$ cat src/rtl/toy_fetch_sink.sv
// Exec-side sink for the fetch->exec stream: {pc,inst} FIFO plus a tracker for the single
// in-flight jump that drives the fetch redirect/unlock pulses. Optional TOY_FETCH_SINK_STATS_EN adds jump/taken counters.
module toy_fetch_sink #(
   parameter int ADDR_WIDTH = 32,
   parameter int INST_WIDTH = 32,
   parameter int DEPTH      = 4
) (
   input  logic                  clk,
   input  logic                  rst_n,
   input  logic                  instruction_vld,
   output logic                  instruction_rdy,
   input  logic [INST_WIDTH-1:0] instruction_pld,
   input  logic [ADDR_WIDTH-1:0] instruction_pc,
   output logic                  issue_vld,
   input  logic                  issue_rdy,
   output logic [INST_WIDTH-1:0] issue_pld,
   output logic [ADDR_WIDTH-1:0] issue_pc,
   input  logic                  resolve_vld,
   input  logic                  resolve_taken,
   input  logic [ADDR_WIDTH-1:0] resolve_target,
   output logic                  pc_update_en,
   output logic [ADDR_WIDTH-1:0] pc_val,
   output logic                  pc_release_en,
   output logic                  proto_err
`ifdef TOY_FETCH_SINK_STATS_EN
   ,
   output logic [31:0]           jump_cnt,
   output logic [31:0]           taken_cnt
`endif
);

   localparam int PTR_W = $clog2(DEPTH);
   localparam int CNT_W = PTR_W + 1;
   localparam logic [CNT_W-1:0] FULL_CNT = CNT_W'(DEPTH);

   // Both channels are valid/ready: a beat transfers on the rising clk edge where valid && ready;
   // valid must not depend on ready, and ready here never depends on the peer's valid.
   typedef enum logic [1:0] {RUN, HELD, WAIT_RES, REL} state_t;
   state_t state_q, state_d;

   logic [INST_WIDTH-1:0] mem_inst [DEPTH];
   logic [ADDR_WIDTH-1:0] mem_pc   [DEPTH];
   logic [PTR_W-1:0]      wr_ptr_q, rd_ptr_q;
   logic [CNT_W-1:0]      count_q;
   logic [ADDR_WIDTH-1:0] jump_pc_q;
   logic                  push, pop, is_jump, resolve_fire, proto_viol;
   logic [4:0]            opcode;

   assign opcode          = instruction_pld[6:2];
   assign is_jump         = (opcode == 5'b11011) || (opcode == 5'b11001) || (opcode == 5'b11000);
   assign instruction_rdy = (count_q < FULL_CNT) && (state_q == RUN);
   assign issue_vld       = (count_q != '0);
   assign issue_pld       = mem_inst[rd_ptr_q];
   assign issue_pc        = mem_pc[rd_ptr_q];
   assign push            = instruction_vld && instruction_rdy;
   assign pop             = issue_vld && issue_rdy;
   assign resolve_fire    = resolve_vld && (state_q == WAIT_RES);
   assign proto_viol      = (resolve_vld && (state_q != WAIT_RES)) ||
                            (instruction_vld && (state_q != RUN));

   always_ff @(posedge clk) begin
      if (push) begin
         mem_inst[wr_ptr_q] <= instruction_pld;
         mem_pc[wr_ptr_q]   <= instruction_pc;
      end
   end

   always_ff @(posedge clk or negedge rst_n) begin
      if (!rst_n) begin
         wr_ptr_q <= '0;
         rd_ptr_q <= '0;
         count_q  <= '0;
      end else begin
         if (push) wr_ptr_q <= wr_ptr_q + PTR_W'(1);
         if (pop)  rd_ptr_q <= rd_ptr_q + PTR_W'(1);
         case ({push, pop})
            2'b10:   count_q <= count_q + CNT_W'(1);
            2'b01:   count_q <= count_q - CNT_W'(1);
            default: count_q <= count_q;
         endcase
      end
   end

   always_ff @(posedge clk or negedge rst_n) begin
      if (!rst_n) state_q <= RUN;
      else        state_q <= state_d;
   end

   // Fetch stalls after a jump, so the jump is the youngest entry: its pop empties the FIFO.
   always_comb begin
      state_d = state_q;
      case (state_q)
         RUN:      if (push && is_jump) state_d = HELD;
         HELD:     if (pop && (count_q == CNT_W'(1))) state_d = WAIT_RES;
         WAIT_RES: if (resolve_vld) state_d = REL;
         REL:      state_d = RUN;
         default:  state_d = RUN;
      endcase
   end

   always_ff @(posedge clk or negedge rst_n) begin
      if (!rst_n) begin
         pc_update_en  <= 1'b0;
         pc_release_en <= 1'b0;
         pc_val        <= '0;
         jump_pc_q     <= '0;
         proto_err     <= 1'b0;
      end else begin
         pc_update_en  <= 1'b0;
         pc_release_en <= 1'b0;
         if (resolve_fire) begin
            pc_release_en <= 1'b1;
            pc_update_en  <= resolve_taken;
            pc_val        <= resolve_taken ? resolve_target : jump_pc_q + ADDR_WIDTH'(4);
         end
         if (push && is_jump) jump_pc_q <= instruction_pc;
         if (proto_viol)      proto_err <= 1'b1;
      end
   end

`ifdef TOY_FETCH_SINK_STATS_EN
   always_ff @(posedge clk or negedge rst_n) begin
      if (!rst_n) begin
         jump_cnt  <= '0;
         taken_cnt <= '0;
      end else if (resolve_fire) begin
         jump_cnt <= jump_cnt + 32'd1;
         if (resolve_taken) taken_cnt <= taken_cnt + 32'd1;
      end
   end
`endif

endmodule
$ cat config.mk
export PLATFORM = sky130hd
export DESIGN_NAME = toy_fetch_sink
export DESIGN_NICKNAME = d
export VERILOG_FILES = /design/src/rtl/toy_fetch_sink.sv
export SDC_FILE = /design/constraint.sdc
export NUM_CORES = 1
export LEC_CHECK = 0
export BUFFER_PORTS_ARGS = -buffer_cell sky130_fd_sc_hd__buf_2
export CAP_MARGIN = 0
export CELL_PAD_IN_SITES_DETAIL_PLACEMENT = 1
export CELL_PAD_IN_SITES_GLOBAL_PLACEMENT = 1
export CORE_ASPECT_RATIO = 0.8
export CORE_MARGIN = 2
export CORE_UTILIZATION = 52
export CTS_CLUSTER_SIZE = 14
export DETAILED_ROUTE_END_ITERATION = 10
export PLACE_DENSITY = 0.9
export SYNTH_ARGS = -nofsm -noshare
export SYNTH_HDL_FRONTEND = slang
export SYNTH_SLANG_ARGS = --single-unit
export TNS_END_PERCENT = 30
$ cat constraint.sdc
create_clock -name clk -period 7.5 [get_ports clk]
set_input_delay 0.75 -clock clk [delete_from_list [all_inputs] [get_ports clk]]
set_output_delay 0.75 -clock clk [all_outputs]
set_load 0.02 [all_outputs]
==> results of run 1 <==
-- layout make-up --
cell class	count	area (µm²)	share of cell area (%)
timing repair buffer	207	1050	6.78
antenna	1	2.50	0.0161
tap	318	398	2.57
clock inverter	12	160	1.03
sequential	332	9600	61.9
clock buffer	47	931	6.01
inverter	13	48.8	0.315
multi-input combinational	333	3310	21.4
-- cell families (layout without fill, tap and decap cells) --
logic type | after synthesis | after routing | share of synthesized area, %
other | 0 | 1 | 0
DFF | 332 | 332 | 73.4
buffers and inverters | 43 | 279 | 1.45
and+or+nand+nor | 112 | 112 | 4.45
adders and majority gates | 14 | 14 | 1.34
xor gates and xnor gates | 29 | 29 | 1.94
muxes | 101 | 101 | 14.2
AOI/OAI and AO/OA | 77 | 77 | 3.28
-- worst reg2reg max path: cells and delay by family (launching register included) --
family / cells / cell delay [ns]
buffers and inverters: 3 / 0.97
AND/OR/NAND/NOR: 2 / 0.67
AO/OA/AOI/OAI: 2 / 0.45
flip-flops: 1 / 0.40
adder cells (fa/ha/maj): 1 / 0.26
-- placed cells by master, fill, tap and decap left out, types with 3 or more instances in the layout --
cell                        Yosys  layout
sky130_fd_sc_hd__nor2_1        26      26
sky130_fd_sc_hd__mux2_2        31      31
sky130_fd_sc_hd__buf_2          5     201
sky130_fd_sc_hd__inv_1         11      11
sky130_fd_sc_hd__nand3_1       14      14
sky130_fd_sc_hd__o21ai_0       31      31
sky130_fd_sc_hd__clkinv_2       0       4
sky130_fd_sc_hd__nand4_1       11      11
sky130_fd_sc_hd__xor2_1        14      14
sky130_fd_sc_hd__nor4_1         3       3
sky130_fd_sc_hd__edfxtp_1     256     256
sky130_fd_sc_hd__bufinv_16      0       4
sky130_fd_sc_hd__mux4_2        64      64
sky130_fd_sc_hd__clkbuf_16      0      35
sky130_fd_sc_hd__nand2_1       30      30
sky130_fd_sc_hd__clkinv_1       0       3
sky130_fd_sc_hd__and2_1         3       3
sky130_fd_sc_hd__and3_1        15      11
sky130_fd_sc_hd__and3_4         0       4
sky130_fd_sc_hd__buf_4          0       6
sky130_fd_sc_hd__mux2i_1        5       5
sky130_fd_sc_hd__a21oi_1       26      26
sky130_fd_sc_hd__o22ai_1       10      10
sky130_fd_sc_hd__ha_1          14      14
sky130_fd_sc_hd__clkbuf_1      16      11
sky130_fd_sc_hd__dfrtp_1       76      74
sky130_fd_sc_hd__xnor2_1       15      15
-- stage by stage --
step / instance area (µm²) / instances / hold WS [ns]
2_1_floorplan: 13100 / 708 / 0.454
6_report: 15500 / 1263 / 0.135
3_3_place_gp: 14400 / 1203 / 0.461
4_1_cts: 15500 / 1262 / 0.127
3_5_place_dp: 14400 / 1203 / 0.466
5_1_grt: 15500 / 1263 / 0.138
-- worst max path at each step --
| stage | startpoint | to | slack (ns) |
|---|---|---|---|
| 6_report | rd_ptr_q[0] | issue_pc[28] | 3.90 |
| 5_1_grt | rd_ptr_q[0] | issue_pc[28] | 3.67 |
| 4_1_cts | rd_ptr_q[0] | issue_pc[28] | 3.81 |
| 3_5_place_dp | rd_ptr_q[0] | issue_pc[28] | 4.34 |
| 3_3_place_gp | rd_ptr_q[0] | issue_pc[28] | 4.40 |
| 2_1_floorplan | state_q[0] | mem_inst[1][0] | 4.60 |
-- metal layers --
metal	vias to the layer above	GRT usage, %	wire length, µm
li1	3214	-	-
met1	3812	31.8	12600
met2	252	40.1	15600
met3	78	4.88	1800
met4	6	8.62	974
met5	-	0	34
-- power by group --
part | internal (W) | switching (W) | leakage, nW
Combinational | 0.000764 | 0.000988 | 2.01
Clock | 0.00101 | 0.000668 | 0.533
Sequential | 0.00228 | 0.000326 | 3.26
Total | 0.00405 | 0.00198 | 5.80
-- sequential cells by signal, summed over array words and instances, names as in the netlist --
signal         count
mem_inst         128
mem_pc           128
jump_pc_q         32
pc_val            32
count_q            3
rd_ptr_q           2
state_q            2
wr_ptr_q           2
pc_release_en      1
pc_update_en       1
proto_err          1
==> flow_summary.ini, run 1 <==
[worst_setup_path]
delay_heaviest_family_cp = buffers and inverters
reg2reg_slack_ns = 4.63
cp_slowest_stage_delay_ns = 0.76
critPathCaptureType = output port
path_depth = 3
worstSetupPathType = flop to output port
r2r.worst_path.cells = 8
timing.critical_path.buf_inv = 2
critPathArrivalTime_ns = 2.85
worstReg2RegEnd = pc_val[19]
worstPathRequired_ns = 6.75
path_cells = buf_4 -> mux4_2 -> buf_2
timing.critical_path.from_type = flop
critical_path_peak_fanout = 46
critical_path.slowest_cell = sky130_fd_sc_hd__buf_4
crit-reg2reg-launch = state_q[0]

[power]
power.leakage_nw = 5.80
power.density_cell_area_nw_per_um2 = 389
fin_total_pwr_w = 0.00603
worst_ir_drop_vdd_v = 0.000315

[clock_tree]
clock_net_sink_count = 332
clock_path_buffers = 3
post_cts.resized_instances = 0
clock_transition_at_the_registers_of_the_reported_paths_ns = 0.06
htree_levels = 2
clock_latency_ns = 0.50
cts_tree = yes
cts-buffers-inserted = 34
hold_buffers = 0
postCtsSetupBuffers = 0
clockRootBuffer = sky130_fd_sc_hd__clkbuf_16

[worst_hold_path]
hold_path_class = primary input to async pin

[timing]
finalCriticalPeriod_ns = 3.60
finalWorstSetupSlack_ns = 3.90
slew-limit-headroom_pct = 29.2
finalSetupViolations = 0
worst_pin_slew_ns = 1.06
setup_total_negative_slack_ns = 0
max_clock_freq_mhz = 278
finalHoldViolCount = 0
drv_slew = 0
rsz0062_at_grt = no
layout_worst_path_cycle_share_pct = 48.0
fin_worst_skew_ns = 0.0170

[place]
place_hpwl_um = 20300
final_replace_weighted_congestion = 0.788
port_buffers = 202
placement.setup.worst_slack_ns = 4.34

[cells_and_area]
design.final.nets = 1037
layout-drive-gt1-share_pct = 38.6
finish.utilization_pct = 63.3
flow.area_growth_from_synthesis_pct = 18.6
fillers = 2218

[synthesis]
synth-async-reset-ratio_pct = 22.9
yosys.area.top_type = sky130_fd_sc_hd__edfxtp_1
synth_most_common_cell = sky130_fd_sc_hd__edfxtp_1
synth.yosys.seq_area_share_pct = 73.4
synth_top_area_share_pct = 58.8
postSynthNetCount = 824
synthesis.area_um2 = 13100
netlist_instances = 708
synthFlopType = sky130_fd_sc_hd__edfxtp_1
yosysWarningCount = 0
postSynthRegisterBits = 332
synth.lib_cells_used.distinct = 42
syn_avg_cell_area_um2 = 18.5
ys_top_cells_by_area = sky130_fd_sc_hd__edfxtp_1, sky130_fd_sc_hd__dfrtp_1, sky130_fd_sc_hd__mux4_2
synth_enable_flop_cells = 256
synth.top_cells.by_count = sky130_fd_sc_hd__edfxtp_1, sky130_fd_sc_hd__dfrtp_1, sky130_fd_sc_hd__mux4_2

[die]
core.rowCount = 51
io-pin-count = 203
vertical_extent_of_the_die_um = 146
die_w_um = 181
effective_utilization_at_floorplan_pct = 53.3
design.die.area_um2 = 26400
core_um2 = 24500

[job]
drv.max_cap_violation_count = 0

[grt]
grt_pass1_wl_um = 48400
grt-ovfl-total = 0
grt_start_max_net_pins = 66
grt_antenna_before_repair = 4
grt_usage_pct = 24.1
vias_in_the_first_global_route = 7958

[run_status]
result_of_the_run = finished, final reports clean

[routing]
postRouteWirelength_um = 31000
post_detailed_route_wirelength_per_cell_um = 24.6
detailedRoute.firstIterationViolations = 555
drcViolationCount = 0
antenna_violating_nets_post_route = 0
avgViaCountPerCell = 5.83
iteration_count_of_the_initial_detailed_routing_pass = 5
overall_via_count_from_detail_route = 7362
(Power assumes the default switching activity.)
==> run 2, diff against run 1 <==
--- a/config.mk
+++ b/config.mk
@@ -11,10 +11,10 @@
 export CELL_PAD_IN_SITES_GLOBAL_PLACEMENT = 1
 export CORE_ASPECT_RATIO = 0.8
 export CORE_MARGIN = 2
-export CORE_UTILIZATION = 52
+export CORE_UTILIZATION = 43
 export CTS_CLUSTER_SIZE = 14
 export DETAILED_ROUTE_END_ITERATION = 10
-export PLACE_DENSITY = 0.9
+export PLACE_DENSITY = 0.8
 export SYNTH_ARGS = -nofsm -noshare
 export SYNTH_HDL_FRONTEND = slang
 export SYNTH_SLANG_ARGS = --single-unit
==> constraint.sdc (replaced) <==
create_clock -name clk -period 3.1 [get_ports clk]
set_input_delay 0.31 -clock clk [delete_from_list [all_inputs] [get_ports clk]]
set_output_delay 0.31 -clock clk [all_outputs]
set_load 0.02 [all_outputs]
==> flow_summary.ini, run 2 (synthesis gave the netlist of run 1 again) <==
[routing]
detailedRoute.firstIterationViolations = 333
avgViaCountPerCell = 5.21
postRouteWirelength_um = 30100
overall_via_count_from_detail_route = 7238
antenna_violating_nets_post_route = 0
drcViolationCount = 0
post_detailed_route_wirelength_per_cell_um = 21.7
iteration_count_of_the_initial_detailed_routing_pass = 6

[run_status]
result_of_the_run = finished, final reports clean

[worst_setup_path]
worstPathRequired_ns = 2.79
critical_path.slowest_cell = sky130_fd_sc_hd__dfrtp_4
cp_slowest_stage_delay_ns = 0.73
timing.critical_path.buf_inv = 2
critPathCaptureType = output port
worstReg2RegEnd = jump_pc_q[20]
timing.critical_path.from_type = flop
worstSetupPathType = flop to output port
r2r.worst_path.cells = 9
path_cells = buf_12 -> mux4_2 -> buf_2
critical_path_peak_fanout = 27
critPathArrivalTime_ns = 2.33
crit-reg2reg-launch = state_q[0]
delay_heaviest_family_cp = flip-flops
reg2reg_slack_ns = 0.73

[grt]
grt_usage_pct = 19.4
grt_antenna_before_repair = 6
grt-ovfl-total = 0
grt_pass1_wl_um = 46100
vias_in_the_first_global_route = 7943
grt_start_max_net_pins = 77

[clock_tree]
clock_latency_ns = 0.51
clockRootBuffer = sky130_fd_sc_hd__clkbuf_16
clock_transition_at_the_registers_of_the_reported_paths_ns = 0.06
postCtsSetupBuffers = 0
hold_buffers = 14
post_cts.resized_instances = 0
cts_tree = yes
clock_net_sink_count = 332
clock_path_buffers = 3
cts-buffers-inserted = 34
htree_levels = 2

[timing]
layout_worst_path_cycle_share_pct = 85.1
max_clock_freq_mhz = 379
setup_total_negative_slack_ns = 0
finalSetupViolations = 0
slew-limit-headroom_pct = 32.1
finalHoldViolCount = 0
worst_pin_slew_ns = 1.02
finalCriticalPeriod_ns = 2.64
drv_slew = 0
rsz0062_at_grt = no
fin_worst_skew_ns = 0.0194

[job]
drv.max_cap_violation_count = 0

[worst_hold_path]
hold_path_class = primary input to flop
hold_start = instruction_pld[18]
timing.hold.worst_endpoint = mem_inst[1][18]
timing.hold.worst_path_depth = 1

[die]
die_w_um = 199
effective_utilization_at_floorplan_pct = 43.3
core_um2 = 30200
core.rowCount = 57
io-pin-count = 203
design.die.area_um2 = 31800
vertical_extent_of_the_die_um = 160

[place]
final_replace_weighted_congestion = 0.764
place_hpwl_um = 20400
port_buffers = 202
cell_area_placed_um2 = 14700

[power]
power.density_cell_area_nw_per_um2 = 916
worst_ir_drop_vdd_v = 0.000535
power.leakage_nw = 5.94
fin_total_pwr_w = 0.0146

[cells_and_area]
reg_top3 = mem_inst (128), mem_pc (128)
flow.area_growth_from_synthesis_pct = 21.8
design.final.nets = 1065
fillers = 2875
layout-drive-gt1-share_pct = 39.2
final_cell_mix = sky130_fd_sc_hd__edfxtp_1, sky130_fd_sc_hd__buf_2, sky130_fd_sc_hd__dfrtp_1, sky130_fd_sc_hd__mux4_2, sky130_fd_sc_hd__clkbuf_16
finish.utilization_pct = 52.8
design_area_um2 = 15900
mostFrequentLayoutCell = sky130_fd_sc_hd__edfxtp_1
## run 2: through the flow
step	setup slack, ns	instances	hold slack, ns
2_1_floorplan	0.200	708	0.0144
3_3_place_gp	0.838	1312	0.461
3_5_place_dp	0.759	1312	0.470
4_1_cts	0.413	1386	0.000887
5_1_grt	0.322	1386	0.00734
6_report	0.462	1388	0.0257
## run 2: power by group
| part | switching (W) | internal, W |
|---|---|---|
| sequential | 0.000683 | 0.00551 |
| clock | 0.00166 | 0.00234 |
| combinational | 0.00248 | 0.00193 |
| total | 0.00482 | 0.00978 |
## run 2: per-layer routing
layer / track usage (%) / wire length, µm / vias to the layer above
li1: - / - / 3267
met1: 25.8 / 12800 / 3735
met2: 32.4 / 15100 / 183
met3: 4.63 / 1760 / 47
met4: 4.38 / 454 / 6
met5: 0 / 45 / -
## run 2: worst register-to-register path: cells and delay by family (launching register included)
family / cells / cell delay [ns]
fa+ha+maj: 1 / 0.15
buf+inv: 4 / 0.58
flops: 1 / 0.40
mux: 1 / 0.38
simple gates: 3 / 0.74
## run 2: layout make-up
type	instances	area, µm²	area share (%)
clock inverter	16	135	0.849
clock buffer	44	952	5.98
multi-input combinational	333	3310	20.8
tap	413	517	3.24
sequential	332	9600	60.3
inverter	13	48.8	0.306
timing repair buffer	235	1360	8.53
antenna	2	5.00	0.0314
## run 2: how the worst max path moves through the flow
stage	startpoint	endpoint	cells past startpoint
floorplan	state_q[0]	mem_inst[1][0]	5
global placement	state_q[0]	jump_pc_q[24]	9
detailed placement	state_q[0]	jump_pc_q[23]	9
CTS	rd_ptr_q[0]	issue_pld[6]	3
global route	rd_ptr_q[0]	issue_pld[6]	3
finish	rd_ptr_q[0]	issue_pld[6]	3
